==> src/rtl/semis_sar_pkg.sv <==
`default_nettype none
// ============================================================================
// semis_sar_pkg : shared state encoding and defaults for the SAR controller
// Rev 1.0
// ============================================================================
package semis_sar_pkg;

    localparam int DEF_N_BITS        = 8;
    localparam int DEF_SAMPLE_CYCLES = 2;
    localparam int DEF_SETTLE_CYCLES = 3;

    typedef enum logic [2:0] {
        S_IDLE   = 3'd0,
        S_SAMPLE = 3'd1,
        S_SETTLE = 3'd2,
        S_DECIDE = 3'd3,
        S_DONE   = 3'd4
    } sar_state_t;

    // One counter serves both timed phases; it only ever reaches max-1.
    function automatic int sar_cnt_width(input int a, input int b);
        int m;
        m = (a > b) ? a : b;
        return (m > 1) ? $clog2(m) : 1;
    endfunction

endpackage
`default_nettype wire

==> src/rtl/semis_sync2.sv <==
`default_nettype none
// ============================================================================
// semis_sync2 : two-flop synchronizer, synchronous active-low reset to 0
// Rev 1.0
// ============================================================================
module semis_sync2 (
    input  logic clk,
    input  logic rst_n,
    input  logic i_d,
    output logic o_q
);

    logic r_meta;
    logic r_q;

    always_ff @(posedge clk) begin
        if (!rst_n) begin
            r_meta <= 1'b0;
            r_q    <= 1'b0;
        end else begin
            r_meta <= i_d;
            r_q    <= r_meta;
        end
    end

    assign o_q = r_q;

endmodule
`default_nettype wire

==> src/rtl/semis_sar_ctrl.sv <==
`default_nettype none
// ============================================================================
// semis_sar_ctrl : successive-approximation ADC controller (track, per-bit
//                  settle/decide, single-cycle done pulse)
// Rev 1.0
// ============================================================================
module semis_sar_ctrl
    import semis_sar_pkg::*;
#(
    parameter int N_BITS        = DEF_N_BITS,
    parameter int SAMPLE_CYCLES = DEF_SAMPLE_CYCLES,
    parameter int SETTLE_CYCLES = DEF_SETTLE_CYCLES
) (
    input  logic              clk,
    input  logic              rst_n,
    input  logic              start,
    input  logic              cmp_in,
    output logic              sample,
    output logic [N_BITS-1:0] dac_code,
    output logic [N_BITS-1:0] result,
    output logic              busy,
    output logic              done
);

    localparam int c_cnt_w = sar_cnt_width(SAMPLE_CYCLES, SETTLE_CYCLES);
    localparam int c_idx_w = $clog2(N_BITS);

    localparam logic [c_cnt_w-1:0] c_sample_last = c_cnt_w'(SAMPLE_CYCLES - 1);
    localparam logic [c_cnt_w-1:0] c_settle_last = c_cnt_w'(SETTLE_CYCLES - 1);
    localparam logic [c_cnt_w-1:0] c_cnt_one     = c_cnt_w'(1);
    localparam logic [c_idx_w-1:0] c_idx_top     = c_idx_w'(N_BITS - 1);
    localparam logic [c_idx_w-1:0] c_idx_one     = c_idx_w'(1);
    localparam logic [N_BITS-1:0]  c_code_one    = N_BITS'(1);
    localparam logic [N_BITS-1:0]  c_code_msb    = c_code_one << (N_BITS - 1);

    sar_state_t          r_state;
    sar_state_t          w_next;
    logic [c_cnt_w-1:0]  r_cnt;
    logic [c_idx_w-1:0]  r_idx;
    logic [N_BITS-1:0]   r_dac;
    logic [N_BITS-1:0]   r_result;
    logic [N_BITS-1:0]   w_bit;
    logic [N_BITS-1:0]   w_kept;
    logic                w_cmp_s;

    semis_sync2 u_cmp_sync (
        .clk   (clk),
        .rst_n (rst_n),
        .i_d   (cmp_in),
        .o_q   (w_cmp_s)
    );

    // Bit under trial and the code with that bit resolved by the comparator.
    assign w_bit  = c_code_one << r_idx;
    assign w_kept = w_cmp_s ? r_dac : (r_dac & ~w_bit);

    always_ff @(posedge clk) begin
        if (!rst_n) begin
            r_state <= S_IDLE;
        end else begin
            r_state <= w_next;
        end
    end

    always_comb begin
        w_next = r_state;
        sample = 1'b0;
        busy   = 1'b0;
        done   = 1'b0;
        case (r_state)
            S_IDLE: begin
                if (start) begin
                    w_next = S_SAMPLE;
                end
            end
            S_SAMPLE: begin
                sample = 1'b1;
                busy   = 1'b1;
                if (r_cnt == c_sample_last) begin
                    w_next = S_SETTLE;
                end
            end
            S_SETTLE: begin
                busy = 1'b1;
                if (r_cnt == c_settle_last) begin
                    w_next = S_DECIDE;
                end
            end
            S_DECIDE: begin
                busy   = 1'b1;
                w_next = (r_idx == '0) ? S_DONE : S_SETTLE;
            end
            S_DONE: begin
                done   = 1'b1;
                w_next = S_IDLE;
            end
            default: begin
                w_next = S_IDLE;
            end
        endcase
    end

    always_ff @(posedge clk) begin
        if (!rst_n) begin
            r_cnt    <= '0;
            r_idx    <= '0;
            r_dac    <= '0;
            r_result <= '0;
        end else begin
            case (r_state)
                S_IDLE: begin
                    r_cnt <= '0;
                    r_dac <= '0;
                end
                S_SAMPLE: begin
                    if (r_cnt == c_sample_last) begin
                        r_cnt <= '0;
                        r_idx <= c_idx_top;
                        r_dac <= c_code_msb;
                    end else begin
                        r_cnt <= r_cnt + c_cnt_one;
                    end
                end
                S_SETTLE: begin
                    if (r_cnt == c_settle_last) begin
                        r_cnt <= '0;
                    end else begin
                        r_cnt <= r_cnt + c_cnt_one;
                    end
                end
                S_DECIDE: begin
                    if (r_idx != '0) begin
                        r_dac <= w_kept | (w_bit >> 1);
                        r_idx <= r_idx - c_idx_one;
                    end else begin
                        r_dac    <= w_kept;
                        r_result <= w_kept;
                    end
                end
                S_DONE: begin
                    // Final code stays on the DAC for the DONE cycle only.
                    r_dac <= '0;
                end
                default: begin
                    r_cnt <= '0;
                end
            endcase
        end
    end

    assign dac_code = r_dac;
    assign result   = r_result;

endmodule
`default_nettype wire

==> config.mk <==
export PLATFORM = sky130hd
export DESIGN_NAME = semis_sar_ctrl
export DESIGN_NICKNAME = d
export VERILOG_FILES = /design/src/rtl/semis_sar_pkg.sv /design/src/rtl/semis_sync2.sv /design/src/rtl/semis_sar_ctrl.sv
export SDC_FILE = /design/constraint.sdc
export NUM_CORES = 1
export LEC_CHECK = 0
export ABC_AREA = 1
export CAP_MARGIN = 10
export CORE_ASPECT_RATIO = 0.8
export CORE_UTILIZATION = 55
export DETAILED_ROUTE_END_ITERATION = 8
export PLACE_DENSITY = 0.83
export SYNTH_ARGS = -nofsm -noshare
export SYNTH_HDL_FRONTEND = slang
export SYNTH_SLANG_ARGS = --single-unit
==> constraint.sdc <==
create_clock -name clk -period 3.5 [get_ports clk]
set_clock_uncertainty 0.15 [all_clocks]
set_input_delay 0.875 -clock clk [delete_from_list [all_inputs] [get_ports clk]]
set_output_delay 0.875 -clock clk [all_outputs]
set_load 0.05 [all_outputs]
## After elaboration in Yosys (flattened, before gate mapping)

Index checks and enable logic that the tools add are counted.

| word-level totals | value |
|---|---|
| bits in registers | 26 |
| input bits | 4 |
| output and inout port bits | 19 |
| logic and storage cells | 54 |

| cells by class | value |
|---|---|
| add/subtract/negate cells | 2 |
| equality and inequality tests | 10 |
| shift operators | 1 |
| multiplexer cells | 18 |
| bitwise logic cells | 4 |
| reduce and logical (&&, ||, !) cells | 12 |

Operators with widths:

| cell | number |
|---|---|
| 2-to-1 mux 8 bit | 3 |
| one-hot mux 8 bit (3 select lines) | 1 |
| 2-to-1 mux 3 bit | 6 |
| one-hot mux 3 bit (4 select lines) | 1 |
| AND 8 bit | 1 |
| != test 2 bit (second input constant) | 4 |
| inverter 8 bit | 1 |
| OR 8 x 7 -> 8 bit | 1 |
| << shifter 1 x 3 -> 8 bit (first input constant) | 1 |
| equality test 3 x 2 -> 1 bit (second input constant) | 2 |
| logical NOT 3 bit | 2 |
| one-hot mux 2 bit (3 select lines) | 1 |
| one-hot mux 3 bit (2 select lines) | 1 |
| AND reduction 3 bit | 2 |
| nonzero test 3 bit | 2 |
| 2-to-1 mux 2 bit | 2 |
| AND reduction 2 bit | 2 |
| OR reduction 2 bit | 2 |
| equality test 3 x 1 -> 1 bit (second input constant) | 1 |
| equality test 3 bit (second input constant) | 1 |
| 2-to-1 mux 1 bit | 3 |
| OR reduction 3 bit | 1 |
| subtractor 3 x 1 -> 3 bit (second input constant) | 1 |
| adder 2 x 1 -> 2 bit (second input constant) | 1 |
| other kinds (4) | 4 |

## Logic depth before layout (Yosys ltp)

| logic depth | value |
|---|---|
| depth in word-level cells | 7 |
| gate-level depth with buffers | 8 |
| gate-level depth less buffers | 8 |

## Modules after synthesis

Synthesis repeated with hierarchy kept, for this count alone.

| second synthesis, totals | value |
|---|---|
| cells, all modules | 187 |
| area total of the unflattened synthesis | 1292.5 µm² |

By module, submodules not included:

| module | instances | cells each | area an instance (µm²) |
|---|---|---|---|
| semis_sar_ctrl | 1 | 181 | 1237.4 |
| semis_sync2 | 1 | 6 | 55.1 |

## Worst setup path before layout

OpenSTA, ideal clock, no wires.

| timing | value |
|---|---|
| path type | flip-flop to output port |
| from | register r_state[1] |
| to | output port done |
| arrival | 1.277 ns |
| path slack | 1.198 ns |
| cell stages (with the launch flop) | 5 |
| path buffers | 1 |
| path through | dfxtp_1 -> buf_2 -> nor2_1 -> inv_1 -> nor2_1 |

| between the ends | value |
|---|---|
| word-level cells in the longest chain between the ends | 2 |

Ends and longest elaborated chain:

| item | line | text |
|---|---|---|
| from (decl) | semis_sar_ctrl.sv:36 | `sar_state_t r_state;` |
| from (signal assigned) | semis_sar_ctrl.sv:61 | `r_state <= w_next;` |
| equality test 3 bit | semis_sar_ctrl.sv:70 | `case (r_state)` |
| 2-to-1 mux 1 bit | semis_sar_ctrl.sv:70 |  |
| to (decl) | semis_sar_ctrl.sv:22 | `output logic done` |

No other way between the ends.

## Worst setup path after layout

Ends and elaborated chain as after synthesis.

==> results_dict.tcl <==
set metrics [dict create \
    synth-simple-area-share_pct 37.3 \
    hold_slack_ns 0.286 \
    cts_setup_buffers 0 \
    slew_viol_final 0 \
    fin_crit_sh_pct 83.4 \
    synth_cell_types 19 \
    cap_violations 0 \
    vias 1235 \
    synth_top_family_by_area "simple AND/OR/NAND/NOR gates" \
    drive_gt1_share_pct 5.21 \
    cts_made_buffers 3 \
    synthFlopType "dfxtp_1" \
    io-pin-count 23 \
    synth-edff-count 0 \
    fp.dieArea_um2 2550 \
    routedWlPerCell_um 12.0 \
    fmax_mhz 343 \
    grt_pass1_wl_um 4730 \
    end_kind "output port" \
    clk_latency_ns 0.32 \
    die_x_um 56.2 \
    crit_arrival_ns 1.89 \
    worst_pin_slew_ns 0.755 \
    hold_path.class "flop to flop" \
    yosysWarnings 0 \
    via_per_inst 5.23 \
    grt.overflow.total 0 \
    synth_fp_nets 200 \
    synth_area_um2 1290 \
    grt_max_degree 17 \
    nets 222 \
    io_buffers 22 \
    wl_um 2830 \
    startpoint_type "flop" \
    relSlewSlack_pct 49.5 \
    dieHeight_um 45.4 \
    core-area_um2 2200 \
    final_common_cell "nand2_1" \
    rows 15 \
    ant_nets 0 \
    antenna_cells 0 \
    cpLargestDelayFamily "buffers and inverters" \
    cpMostUsedCell "nor2_1" \
    fin_setup_tns_ns 0 \
    path_buf_inv 2 \
    cts_hold_buf 0 \
    synth_fa_ha_area_share_pct 4.84 \
    cts_tree "done" \
    worstSetupPathType "flop to output port" \
    synth_mux_area_share_pct 0 \
    cts.clk_slew.worst_paths_ns 0.12 \
    yosysTopAreaCell "dfxtp_1" \
    gp_congestion 0.900 \
    syn_inst 191 \
    period_needed_ns 2.92 \
    max_stage_delay_ns 0.80 \
    avgSynthCellArea_um2 6.77 \
    fillCellCount 185 \
    finalHoldViolations 0 \
    hpwl_um 2200 \
    first_global_vias 1065 \
    initial_core_util_pct 58.9 \
    grt_antenna_before_repair 0 \
    cts_max_path_buffers 2 \
    synth_top_area_share_pct 40.2 \
    drt_iter0_markers 55 \
    layout_common_cells "66 x nand2_1, 26 x dfxtp_1, 22 x clkdlybuf4s50_1" \
    htree_levels 1 \
    clkSinkCount 26 \
    leakagePower_nw 0.656 \
    cp.required_ns 2.47 \
    status "complete, no violations" \
    synth_seq_area_share_pct 40.2 \
    rsz0062_at_grt "no" \
    powerDensity_nw_per_um2 656 \
    setup_viol 0 \
    path_cells "nor2_1 > inv_1 > nor2_1 > clkdlybuf4s50_1" \
    synthXorXnorAreaFrac_pct 0 \
    synth_seq_cells 26 \
    cts_resized 0 \
    cts_root_buf "clkbuf_4" \
    synthTopCellsByArea "dfxtp_1 40%, nand2_1 19%, nand3_1 7.0%" \
    async_flop_share_pct 0 \
    area_growth_pct 19.0 \
    grt.total_usage_pct 24.0 \
    first_pass_iters 4 \
    peakVddDrop_mv 0.490 \
    route.detailed.drc 0 \
    synth_compound_area_share_pct 9.86 \
    cp_max_fo 9 \
    crit_slowest_cell "clkdlybuf4s50_1" \
]
==> metal layers <==
metal	track usage [%]	vias to the layer above	part of all wire [%]
met5	0	-	0
met4	2.93	0	0.35
met3	5.97	4	6.1
met2	40.5	44	45
met1	32.9	538	48
li1	-	649	-
==> per-stage QoR <==
step           setup slack [ns]  cell area [um^2]  util (%)  std cells  total power [W]
2_1_floorplan              1.20              1290         -        191         0.000764
3_5_place_dp              0.940              1520      69.1        233         0.000885
3_3_place_gp              0.993              1520      69.1        233         0.000865
6_report                  0.582              1540      70.1        236          0.00101
5_1_grt                   0.490              1540      70.1        236          0.00108
4_1_cts                   0.571              1540      70.1        236          0.00101
==> layout make-up <==
class	count	area [um^2]	area share, %
clock buffer	3	22.5	1.46
inverter	19	71.3	4.63
multi-input combinational	141	673	43.7
sequential	26	520	33.8
tap	25	31.3	2.03
timing repair buffer	22	220	14.3
==> synthesized netlist by cell type, types with 5 or more instances <==
cell / count
a21oi_1: 17
dfxtp_1: 26
ha_1: 5
inv_1: 17
nand2_1: 66
nand3_1: 18
nor2_1: 18
o21ai_0: 6
==> worst reg2reg max path, cell delays in order (launching register included) <==
cell and delay (ns):
dfxtp_1 0.36, inv_1 0.15, ha_1 0.27, nand2_1 0.17, nor2_4 0.32, inv_1 0.18, nand2_1 0.10, a21oi_1 0.06
==> power breakdown <==
part,switching (W),internal [W],leakage (nW)
clock,0.0000826,0.0000403,0.0138
combinational,0.000349,0.000153,0.431
sequential,0.0000476,0.000336,0.211
total,0.000480,0.000530,0.656
==> state kept, by name, summed over array words and instances, names as in the netlist <==
name and flops:
dac_code 8, result 8, r_idx 3, r_state 3, r_cnt 2, u_cmp_sync.o_q 1
u_cmp_sync.r_meta 1
==> final timing paths <==
check                                       start             end  slack [ns]  cells after the start
worst max-delay path                   r_state[1]            done        0.58                      4
worst min-delay path            u_cmp_sync.r_meta  u_cmp_sync.o_q        0.29                      2
worst max register to register           r_idx[0]       result[0]        1.63                      7
worst min register to register  u_cmp_sync.r_meta  u_cmp_sync.o_q        0.29                      2
==> kinds of logic after synthesis <==
group | after synthesis
adder cells (fa/ha/maj) | 5
buffers and inverters | 24
flip-flops | 26
AO/OA/AOI/OAI | 25
AND/OR/NAND/NOR | 111
Power figures use the tool's default switching activity.
